<file path="src/rtl/cpu_pkg.sv">
// Shared pipeline-control types and constants for the hazard controller.
package cpu_pkg;

    localparam int unsigned REG_W            = 5;
    localparam int unsigned DRAIN_CNT_W      = 2;
    localparam int unsigned IRQ_DRAIN_CYCLES = 2;
    localparam logic [REG_W-1:0] REG_ZERO    = 5'd0;

    typedef enum logic [1:0] {
        RUN          = 2'd0,
        FETCH_WAIT   = 2'd1,
        IRQ_DRAIN    = 2'd2,
        IRQ_REDIRECT = 2'd3
    } hazard_state_e;

    typedef struct packed {
        logic pc_wr;
        logic if_id_wr;
        logic if_id_flush;
        logic id_ex_flush;
        logic pc_sel_irq;
        logic irq_ack;
    } hazard_ctrl_t;

    localparam hazard_ctrl_t CTRL_RUN      = hazard_ctrl_t'(6'b110000);
    localparam hazard_ctrl_t CTRL_BUBBLE   = hazard_ctrl_t'(6'b001000);
    localparam hazard_ctrl_t CTRL_REDIRECT = hazard_ctrl_t'(6'b101011);
    localparam hazard_ctrl_t CTRL_RESET    = hazard_ctrl_t'(6'b001100);

    // Steady-state RUN controls: branch beats load-use beats jump.
    function automatic hazard_ctrl_t run_ctrl(
        input logic load_use,
        input logic branch_taken,
        input logic jump
    );
        hazard_ctrl_t c;
        c = CTRL_RUN;
        if (branch_taken) begin
            c.if_id_flush = 1'b1;
            c.id_ex_flush = 1'b1;
        end else if (load_use) begin
            c.pc_wr       = 1'b0;
            c.if_id_wr    = 1'b0;
            c.id_ex_flush = 1'b1;
        end else if (jump) begin
            c.if_id_flush = 1'b1;
        end
        return c;
    endfunction

endpackage

</file>
<file path="src/rtl/hazard_detect.sv">
// Load-use hazard compare between the IF/ID sources and the ID/EX load target.
module hazard_detect
    import cpu_pkg::*;
(
    input  logic [REG_W-1:0] i_id_rs,
    input  logic [REG_W-1:0] i_id_rt,
    input  logic             i_id_uses_rt,
    input  logic             i_ex_mem_read,
    input  logic [REG_W-1:0] i_ex_rt,
    output logic             o_load_use
);

    logic w_rs_match;
    logic w_rt_match;

    assign w_rs_match = (i_ex_rt == i_id_rs);
    assign w_rt_match = i_id_uses_rt && (i_ex_rt == i_id_rt);
    // r0 is hardwired zero, so a load into it never creates a dependency.
    assign o_load_use = i_ex_mem_read && (i_ex_rt != REG_ZERO) && (w_rs_match || w_rt_match);

endmodule

</file>
<file path="src/rtl/pipeline_hazard_ctrl.sv">
// Pipeline stall/flush/interrupt-redirect controller; outputs are same-cycle enables.
// Optional HAZARD_CTRL_STATS_EN adds a saturating stall-cycle counter output.
module pipeline_hazard_ctrl
    import cpu_pkg::*;
(
    input  logic             clk,
    input  logic             reset,
    input  logic [REG_W-1:0] id_rs,
    input  logic [REG_W-1:0] id_rt,
    input  logic             id_uses_rt,
    input  logic             ex_mem_read,
    input  logic [REG_W-1:0] ex_rt,
    input  logic             ex_branch_taken,
    input  logic             id_jump,
    input  logic             imem_ready,
    input  logic             irq,
    output logic             pc_wr,
    output logic             if_id_wr,
    output logic             if_id_flush,
    output logic             id_ex_flush,
    output logic             pc_sel_irq,
    output logic             irq_ack
`ifdef HAZARD_CTRL_STATS_EN
    ,
    output logic [15:0]      stall_cnt
`endif
);

    hazard_state_e          r_state;
    hazard_state_e          w_state_nxt;
    logic [DRAIN_CNT_W-1:0] r_drain_cnt;
    logic [DRAIN_CNT_W-1:0] w_drain_cnt_nxt;
    logic                   r_pend_redirect;
    logic                   w_pend_redirect_nxt;
    logic                   r_irq_armed;
    logic                   w_irq_armed_nxt;
    logic                   w_load_use;
    logic                   w_irq_accept;
    hazard_ctrl_t           w_ctrl;

    hazard_detect u_hazard_detect (
        .i_id_rs       (id_rs),
        .i_id_rt       (id_rt),
        .i_id_uses_rt  (id_uses_rt),
        .i_ex_mem_read (ex_mem_read),
        .i_ex_rt       (ex_rt),
        .o_load_use    (w_load_use)
    );

    // A taken branch holds off the interrupt; level irq retries next cycle.
    assign w_irq_accept = irq && r_irq_armed && !ex_branch_taken;

    always_ff @(posedge clk) begin
        if (!reset) begin
            r_state         <= RUN;
            r_drain_cnt     <= '0;
            r_pend_redirect <= 1'b0;
            r_irq_armed     <= 1'b1;
        end else begin
            r_state         <= w_state_nxt;
            r_drain_cnt     <= w_drain_cnt_nxt;
            r_pend_redirect <= w_pend_redirect_nxt;
            r_irq_armed     <= w_irq_armed_nxt;
        end
    end

    always_comb begin
        w_state_nxt         = r_state;
        w_drain_cnt_nxt     = r_drain_cnt;
        w_pend_redirect_nxt = r_pend_redirect;
        w_irq_armed_nxt     = r_irq_armed || !irq;
        w_ctrl              = CTRL_RUN;

        case (r_state)
            RUN: begin
                if (!imem_ready) begin
                    // Fetch miss: bubble, but a branch still kills ID/EX and is remembered.
                    w_ctrl              = CTRL_BUBBLE;
                    w_ctrl.id_ex_flush  = ex_branch_taken;
                    w_pend_redirect_nxt = ex_branch_taken;
                    w_state_nxt         = FETCH_WAIT;
                end else begin
                    w_ctrl = run_ctrl(w_load_use, ex_branch_taken, id_jump);
                end
                if (w_irq_accept) begin
                    w_state_nxt         = IRQ_DRAIN;
                    w_drain_cnt_nxt     = '0;
                    w_pend_redirect_nxt = 1'b0;
                end
            end
            FETCH_WAIT: begin
                if (imem_ready) begin
                    w_ctrl = run_ctrl(w_load_use, ex_branch_taken, id_jump);
                    if (r_pend_redirect) begin
                        w_ctrl.pc_wr = 1'b1;
                    end
                    w_pend_redirect_nxt = 1'b0;
                    w_state_nxt         = RUN;
                end else begin
                    w_ctrl             = CTRL_BUBBLE;
                    w_ctrl.id_ex_flush = ex_branch_taken;
                    if (ex_branch_taken) begin
                        w_pend_redirect_nxt = 1'b1;
                    end
                end
            end
            IRQ_DRAIN: begin
                w_ctrl = CTRL_BUBBLE;
                if (r_drain_cnt == DRAIN_CNT_W'(IRQ_DRAIN_CYCLES - 1)) begin
                    w_drain_cnt_nxt = '0;
                    w_state_nxt     = IRQ_REDIRECT;
                end else begin
                    w_drain_cnt_nxt = r_drain_cnt + DRAIN_CNT_W'(1);
                end
            end
            IRQ_REDIRECT: begin
                w_ctrl          = CTRL_REDIRECT;
                w_irq_armed_nxt = 1'b0;
                w_state_nxt     = RUN;
            end
            default: begin
                w_state_nxt = RUN;
            end
        endcase

        if (!reset) begin
            w_ctrl = CTRL_RESET;
        end
    end

    assign pc_wr       = w_ctrl.pc_wr;
    assign if_id_wr    = w_ctrl.if_id_wr;
    assign if_id_flush = w_ctrl.if_id_flush;
    assign id_ex_flush = w_ctrl.id_ex_flush;
    assign pc_sel_irq  = w_ctrl.pc_sel_irq;
    assign irq_ack     = w_ctrl.irq_ack;

`ifdef HAZARD_CTRL_STATS_EN
    logic [15:0] r_stall_cnt;

    always_ff @(posedge clk) begin
        if (!reset) begin
            r_stall_cnt <= '0;
        end else if (!w_ctrl.pc_wr && (r_stall_cnt != 16'hFFFF)) begin
            r_stall_cnt <= r_stall_cnt + 16'd1;
        end
    end

    assign stall_cnt = r_stall_cnt;
`endif

endmodule
</file>
<file path="config.mk">
export PLATFORM = sky130hd
export DESIGN_NAME = pipeline_hazard_ctrl
export DESIGN_NICKNAME = d
export VERILOG_FILES = /design/src/rtl/cpu_pkg.sv /design/src/rtl/hazard_detect.sv /design/src/rtl/pipeline_hazard_ctrl.sv
export SDC_FILE = /design/constraint.sdc
export NUM_CORES = 1
export LEC_CHECK = 0
export CAP_MARGIN = 40
export CORE_AREA = 2 2 39 41
export CTS_BUF_LIST = sky130_fd_sc_hd__clkbuf_2 sky130_fd_sc_hd__clkbuf_4 sky130_fd_sc_hd__clkbuf_8
export CTS_CLUSTER_DIAMETER = 30
export DETAILED_ROUTE_END_ITERATION = 16
export DIE_AREA = 0 0 41 43
export PLACE_DENSITY = 0.86
export SKIP_LAST_GASP = 1
export SLEW_MARGIN = 20
export SYNTH_ARGS = -nofsm -noshare
export SYNTH_HDL_FRONTEND = slang
export SYNTH_HIERARCHICAL = 1
export SYNTH_SLANG_ARGS = --single-unit
</file>
<file path="constraint.sdc">
create_clock -name clk -period 3 [get_ports clk]
set_clock_uncertainty 0.2 [all_clocks]
set_input_delay 0.75 -clock clk [delete_from_list [all_inputs] [get_ports clk]]
set_output_delay 0.75 -clock clk [all_outputs]
set_load 0.005 [all_outputs]
</file>
# --- Word level (Yosys, flattened, before mapping) ---
# Index checks and enable logic that the tools add are counted.
word_totals:
  reg_bits: 6
  in_bits: 23
  output_inout_bits: 6
  word_cells: 57
op_classes:
  n_addsub: 1
  eq_ne: 11
  n_mux: 25
  reduce_logical: 16
op_table:
  columns: ["op", "count"]
  rows:
  - ["$pmux 6 s4", 1]
  - ["$mux 2", 9]
  - ["$mux 6", 3]
  - ["$eq 5x5->1", 2]
  - ["$mux 1", 9]
  - ["$pmux 2 s4", 1]
  - ["$ne 2x2->1 const B", 3]
  - ["$ne 3x3->1 const B", 2]
  - ["$reduce_and 3->1", 2]
  - ["$logic_and 1x1->1", 5]
  - ["$reduce_bool 5->1", 1]
  - ["$eq 2x1->1 const B", 2]
  - ["$eq 2x2->1 const B", 2]
  - ["$pmux 2 s2", 1]
  - ["$reduce_bool 2->1", 2]
  - ["$add 2x1->2 const B", 1]
  - ["$logic_not 1->1", 2]
  - ["$logic_not 2->1", 1]
  - ["$logic_or 1x1->1", 2]
  - ["$pmux 1 s2", 1]
  - ["$reduce_and 2->1", 1]

# --- Longest topological paths before layout ---
# Gate-level depths: netlist of run 1.
depth:
  depth_word: 10
  mapped_depth: 7
  mapped_depth_nobuf: 7

# --- Cells and area by module ---
# The synthesis of run 1 kept the hierarchy.
by_module_without_submodules:
  columns: ["mod", "n_inst", "cells_each", "area_per_inst_um2", "seq_area_each_um2"]
  rows:
  - ["pipeline_hazard_ctrl", 1, 46, 346.6, 120.1]
  - ["hazard_detect", 1, 17, 132.6, 0.0]

# --- Worst setup path before layout of run 1 ---
# No wires, ideal clock.
synth_timing:
  path_type: "in2out"
  start: "input port ex_rt[3]"
  end: "output port if_id_flush"
  arrival_ns: 1.724
  path_slack_ns: 0.326
  path_stages: 7
  path_buffers: 0
  cell_sequence: "xor2_1 > nor4_2 > nand3_1 > a21oi_1 > inv_1 > a21oi_1 > nand3_1"
synth_between:
  elab_chain_cells: 9
  word_cells_on_any_way: 13
synth_lines:
  columns: ["element", "line_no", "source"]
  rows:
  - ["start: declaration", "pipeline_hazard_ctrl.sv:12", "input logic [REG_W-1:0] ex_rt,"]
  - ["$eq 5x5->1", "hazard_detect.sv:17", "assign w_rt_match = i_id_uses_rt && (i_ex_rt == i_id_rt);"]
  - ["$logic_and 1x1->1", "hazard_detect.sv:17", null]
  - ["$logic_or 1x1->1", "hazard_detect.sv:19", "assign o_load_use = i_ex_mem_read && (i_ex_rt != REG_ZERO) && (w_rs_match || w_rt_match);"]
  - ["$logic_and 1x1->1 (*)", "hazard_detect.sv:19", null]
  - ["via w_load_use", "pipeline_hazard_ctrl.sv:37", "logic w_load_use;"]
  - ["$mux 1 (*)", "cpu_pkg.sv:41", "end else if (load_use) begin"]
  - ["$mux 2 (*)", "cpu_pkg.sv:38", "if (branch_taken) begin"]
  - ["$mux 6, on equally long branches", "pipeline_hazard_ctrl.sv:92, pipeline_hazard_ctrl.sv:76", null]
  - ["$pmux 6 s4 (*)", "pipeline_hazard_ctrl.sv:74", "case (r_state)"]
  - ["$mux 6 (*)", "pipeline_hazard_ctrl.sv:126", "if (!reset) begin"]
  - ["end: declaration", "pipeline_hazard_ctrl.sv:19", "output logic if_id_flush,"]
# The timed path passes the listed nets; every way through them passes the cells marked *.

# --- Worst setup path after layout of run 1 ---
layout_timing:
  start: "input port ex_rt[2]"
  end: "output port if_id_flush"
# The elaborated chain is that of the path after synthesis.

==> results of run 1 <==
[worst register-to-register path, cell delays in order (launching register included)]
cell     delay (ns)
dfxtp_1        0.47
nor2b_1        0.16
o21ai_0        0.16
nor4b_1        0.22
[layout make-up]
class                   instances  area [sq um]
flip-flops and latches          6           120
inverters                       5          18.8
well taps                      16          20.0
multi-input cells              49           374
repair buffers                 42           352
clock buffers                   3          22.5
fillers                       116           477
[repair_timing]
action                     CTS  global route
gates resized for setup     59            16
setup endpoints to repair    6             6
setup buffers                4             1
pin swaps                   18            11
[flip-flops by register name, indices dropped and copies added, names as in the netlist]
register         flops
r_drain_cnt          2
r_pend_redirect      1
r_irq_armed          1
r_state              2
[Yosys cell counts, drive strengths merged]
cell,number
a2bb2oi,1
or4,1
nand3,3
nand2,4
nor4b,2
and3,1
xnor2,3
nor3,2
nor2b,3
nand2b,1
o31ai,1
dfxtp,6
clkbuf,2
a2111o,1
nor2,3
a21oi,4
a2111oi,1
o21ai,6
nor4,1
inv,5
a221oi,1
buf,1
and3b,1
a31oi,2
xor2,7
[through the flow]
stage	setup TNS, ns	instances	area [sq um]
after global placement	-2.77	113	831
after detailed placement	-2.87	113	831
after global routing	-0.703	121	907
after floorplan	0	63	479
after CTS	-0.344	120	871
final	-0.133	121	907
[where the power goes]
part	switching (W)	total [W]	internal [W]	leakage (nW)
logic	0.0000382	0.0000944	0.0000561	0.344
clock network	0.0000277	0.0000729	0.0000452	0.0138
registers	0.00000553	0.0000901	0.0000846	0.0492
total	0.0000715	0.000257	0.000186	0.406
[how the worst max path moves through the flow]
stage / startpoint / to / cells after the start
3_5_place_dp: ex_rt[0] / id_ex_flush / 8
6_report: ex_rt[2] / if_id_flush / 10
2_1_floorplan: ex_rt[3] / if_id_flush / 7
5_1_grt: ex_rt[2] / if_id_flush / 10
4_1_cts: ex_rt[3] / pc_wr / 10
3_3_place_gp: ex_rt[0] / id_ex_flush / 8
[cells by family after synthesis]
kind of cell	count (synthesis)
AO/OA/AOI/OAI	17
buffers and inverters	8
AND/OR/NAND/NOR	22
flip-flops	6
XOR/XNOR	10
[metal layers]
metal	track usage [%]	share of wire (%)	vias up
met2	30.6	49	19
met1	24.3	45	293
met4	6.00	1.8	0
met5	0	0	-
met3	3.14	4.6	4
li1	-	-	310
==> flow_metrics.env, run 1 <==
export IMPL_ctsHoldBuffers=0
export IMPL_final_hold_viol_count=0
export IMPL_p_leak_nw=0.406
export IMPL_placementRows=14
export IMPL_final_common_cell="buf_4"
export IMPL_critPathArrivalTime_ns=2.12
export IMPL_synth_area_sq_um=479
export IMPL_synth_seq_area_share_pct=25.1
export IMPL_setup_viol=4
export IMPL_drc_errors=0
export IMPL_slew_limit_headroom_pct=74.4
export IMPL_syn_inst=63
export IMPL_post_drt_wl_per_cell_microns=12.7
export IMPL_reg2reg_depth=3
export IMPL_slowest_delay_ns=0.28
export IMPL_path_cells="buf_8 -> xor2_2 -> nor4_2 -> nand3_1 -> a21oi_2 -> buf_4 -> inv_1 -> a21oi_2 -> nand3_1 -> buf_2"
export IMPL_synth_area_mux_share_pct=0
export IMPL_critPathLaunchType="input pin"
export IMPL_slew_violations=0
export IMPL_synth_compound_area_share_pct=22.5
export IMPL_clk_latency_ns=0.24
export IMPL_firstDrtPassIters=4
export IMPL_die_area_sq_mm=0.00176
export IMPL_hpwl_microns=1140
export IMPL_antenna_found_initial=0
export IMPL_die_y_microns=43
export IMPL_yosysTopAreaCell="dfxtp_1"
export IMPL_dr_total_vias=626
export IMPL_cp_slowest_cell="nor4_2"
export IMPL_r2r_end="r_pend_redirect$_SDFFE_PN0P_"
export IMPL_r2r_slack_ns=1.70
export IMPL_antenna_cells=0
export IMPL_cap_violations=0
export IMPL_fin_util_pct=65.6
export IMPL_drtIter0Drc=18
export IMPL_cts_root_buf="clkbuf_4"
export IMPL_yosys_warnings=6
export IMPL_tightest_slew_ns=0.374
export IMPL_crit_type="in -> out"
export IMPL_grtUsageTotal_pct=18.9
export IMPL_final_layout_size_suffix_gt1_share_pct=38.1
export IMPL_coreArea_sq_mm=0.00138
export IMPL_peakVddDrop_mv=0.238
export IMPL_final_cell_mix="buf_4, clkdlybuf4s50_1, buf_2, dfxtp_1, xor2_1"
export IMPL_synth_top_family_by_area="simple AND/OR/NAND/NOR gates"
export IMPL_cp_max_fo=3
export IMPL_yosys_area_share_xor_xnor_pct=18.3
export IMPL_status="complete, but fails checks"
export IMPL_rr_startpoint="r_state[1]$_SDFFE_PN0P_"
export IMPL_clockBufferDepth=2
export IMPL_start_util_pct=34.6
export IMPL_htree_levels=1
export IMPL_whs_ns=0.242
export IMPL_whs_path_depth=1
export IMPL_clock_sinks=6
export IMPL_synth_top_area_share_pct=25.1
export IMPL_pre_cts_ws_ns=-0.716
export IMPL_viasPerCell=5.17
export IMPL_critPathBufInv=4
export IMPL_hp_class="reg -> reg"
export IMPL_yosys_area_share_simple_pct=26.9
export IMPL_io_pin_count=29
export IMPL_path_delay_family="simple AND/OR/NAND/NOR gates"
export IMPL_routed_wl_microns=1530
export IMPL_io_buffers=28
export IMPL_grt_max_degree=10
export IMPL_area_growth_pct=89.3
export IMPL_cts_reportedPaths_clkPinSlew_ns=0.04
export IMPL_holdPathEnd="r_state[0]$_SDFFE_PN0P_"
export IMPL_cts_tree="built"
export IMPL_synthAdderAreaFrac_pct=0
export IMPL_cts_buffers=3
export IMPL_syn_nets=86
export IMPL_nNetsFinal=130
export IMPL_ys_ff_latch=6
export IMPL_failed_checks="negative setup slack"
export IMPL_grt_pass1_wl_microns=2330
export IMPL_synth_area_top_cells="dfxtp_1, xor2_1, xnor2_1"
export IMPL_required_ns=2.05
export IMPL_ant_nets=0
export IMPL_fin_ws_ns=-0.0668
export IMPL_min_period_ns=3.07
export IMPL_syn_area_per_cell_sq_um=7.61
export IMPL_grt_remaining_overflow=0
export IMPL_gpl_final_weighted_congestion=0.783
export IMPL_total_power_w=0.000257
export IMPL_yosysUniqueCellTypes=27
export IMPL_period_share_pct=102
export IMPL_p_per_area_mw_per_mm2=284
export IMPL_worstHoldStart="r_drain_cnt[1]$_SDFFE_PN0P_"
export IMPL_grt_pass1_vias=557
export IMPL_die_width_microns=41
export IMPL_endpoint_kind="primary output"
export IMPL_fmax_mhz=326
export IMPL_rsz0062_at_grt="true"
Power figures use the tool's default switching activity.
==> run 2: changes to the inputs <==
- TNS_END_PERCENT: not set -> 50
==> run 2 against run 1 <==
Effect of this change: core utilization shrank 0.99 points; sequential power is essentially flat; the run still ends with negative setup slack left; combinational power shrank 2%; power shrank 0.50%; critical path depth shrank 6; worst hold slack is the same; clock power grew 0.8%; setup slack gained 0.0032 ns; die area is the same; fmax grew 0.11%; flip-flop and latch count is the same; global-route usage grew 0.30 points.
==> flow_metrics.env, run 2 (synthesis results as in run 1) <==
export IMPL_final_layout_size_suffix_gt1_share_pct=37.1
export IMPL_crit_start="reset"
export IMPL_critPathArrivalTime_ns=2.11
export IMPL_nNetsFinal=130
export IMPL_coreArea_sq_mm=0.00138
export IMPL_cp_slowest_cell="clkdlybuf4s50_1"
export IMPL_clk_latency_ns=0.24
export IMPL_ant_nets=0
export IMPL_final_hold_viol_count=0
export IMPL_routed_wl_microns=1520
export IMPL_rr_startpoint="r_state[1]$_SDFFE_PN0P_"
export IMPL_placed_cell_area_sq_um=831
export IMPL_slowest_delay_ns=0.57
export IMPL_p_per_area_mw_per_mm2=287
export IMPL_status="complete, but fails checks"
export IMPL_fin_ws_ns=-0.0636
export IMPL_die_area_sq_mm=0.00176
export IMPL_clockBufferDepth=2
export IMPL_hp_class="reg -> reg"
export IMPL_area_growth_pct=86.4
export IMPL_cap_violations=0
export IMPL_clock_sinks=6
export IMPL_dr_total_vias=618
export IMPL_critPathLaunchType="input pin"
export IMPL_final_cell_count_no_fill=121
export IMPL_crit_top_cell="clkdlybuf4s50_1"
export IMPL_rsz0062_at_grt="true"
export IMPL_viasPerCell=5.11
export IMPL_firstDrtPassIters=4
export IMPL_io_buffers=28
export IMPL_crit_type="in -> out"
export IMPL_die_y_microns=43
export IMPL_min_period_ns=3.06
export IMPL_die_width_microns=41
export IMPL_final_cell_mix="buf_4, clkdlybuf4s50_1, buf_2"
export IMPL_seq_area_sq_um=120
export IMPL_fin_util_pct=64.6
export IMPL_grtUsageTotal_pct=19.2
export IMPL_required_ns=2.05
export IMPL_placementRows=14
export IMPL_failed_checks="negative setup slack"
export IMPL_cts_root_buf="clkbuf_4"
export IMPL_hpwl_microns=1140
export IMPL_worstHoldStart="r_drain_cnt[1]$_SDFFE_PN0P_"
export IMPL_ctsHoldBuffers=0
export IMPL_setup_viol=6
export IMPL_cts_tree="built"
export IMPL_cts_buffers=3
export IMPL_grt_remaining_overflow=0
export IMPL_fmax_mhz=326
export IMPL_drc_errors=0
export IMPL_endpoint_kind="primary output"
export IMPL_final_cell_area_sq_um=893
export IMPL_final_common_cell="buf_4"
export IMPL_period_share_pct=102
export IMPL_antenna_found_initial=0
export IMPL_path_cells="clkdlybuf4s50_1 -> inv_1 -> nor3_1 -> clkdlybuf4s50_1"
export IMPL_dp_cells=113
export IMPL_drtIter0Drc=6
export IMPL_antenna_cells=0
export IMPL_peakVddDrop_mv=0.238
export IMPL_cts_reportedPaths_clkPinSlew_ns=0.04
export IMPL_grt_max_degree=10
export IMPL_start_util_pct=34.6
export IMPL_cp_max_fo=3
export IMPL_multi_input_area_sq_um=369
export IMPL_slew_limit_headroom_pct=74.9
export IMPL_grt_pass1_wl_microns=2350
export IMPL_htree_levels=1
export IMPL_p_leak_nw=0.386
export IMPL_tightest_slew_ns=0.367
export IMPL_reg_top3="r_drain_cnt: 2 flops, r_state: 2 flops"
export IMPL_gpl_final_weighted_congestion=0.783
export IMPL_io_pin_count=29
export IMPL_grt_pass1_vias=568
export IMPL_slew_violations=0
export IMPL_post_drt_wl_per_cell_microns=12.5
export IMPL_fillers=118
run 2: cell types whose count changed in the layout (fill, tap and decap cells not counted), sizes merged:
cell / previous run / this run
clkdlybuf4s50: 8 / 9
dlymetal6s2s: 1 / 0
run 2: stage by stage:
stage,hold WS [ns],setup slack [ns],setup TNS (ns),power [W]
after global routing,0.260,-0.235,-1.11,0.000276
after CTS,0.244,-0.102,-0.470,0.000252
after global placement,0.226,-0.715,-2.77,0.000178
after floorplan,0.218,0.326,0,0.000125
after detailed placement,0.241,-0.716,-2.87,0.000180
final,0.242,-0.0636,-0.240,0.000256
run 2: final cells by class:
class / instances / area share (%)
flip-flops and latches: 6 / 13.4
clock buffers: 3 / 2.52
inverters: 5 / 2.10
well taps: 16 / 2.24
repair buffers: 42 / 38.4
multi-input cells: 49 / 41.3
run 2: what timing repair did:
action	in CTS	in global routing
gates resized for setup	57	14
setup endpoints to repair	6	6
pin swaps	18	10
buffers inserted	4	1
run 2: routing by layer:
layer	wire, microns	up-vias	GRT usage (%)
li1	-	309	-
met4	27	0	6.00
met5	0	-	0
met3	55	4	3.14
met1	675	289	24.3
met2	759	16	31.6
run 2: final timing paths:
path                                                end  slack [ns]  depth (start not counted)
worst max-delay path                         pc_sel_irq       -0.06                          4
worst min-delay path            r_state[0]$_SDFFE_PN0P_        0.24                          1
worst max register to register   r_irq_armed$_SDFF_PN1_        1.70                          3
worst min register to register  r_state[0]$_SDFFE_PN0P_        0.24                          1
run 2: power by group:
group	internal, W	switching [W]	total [W]
Clock	0.0000452	0.0000283	0.0000735
Sequential	0.0000846	0.00000543	0.0000900
Combinational	0.0000551	0.0000374	0.0000926
run 2: critical path, delay by kind of cell:
family	cells	cell delay (ns)
simple gates	1	0.27
buf+inv	3	1.10
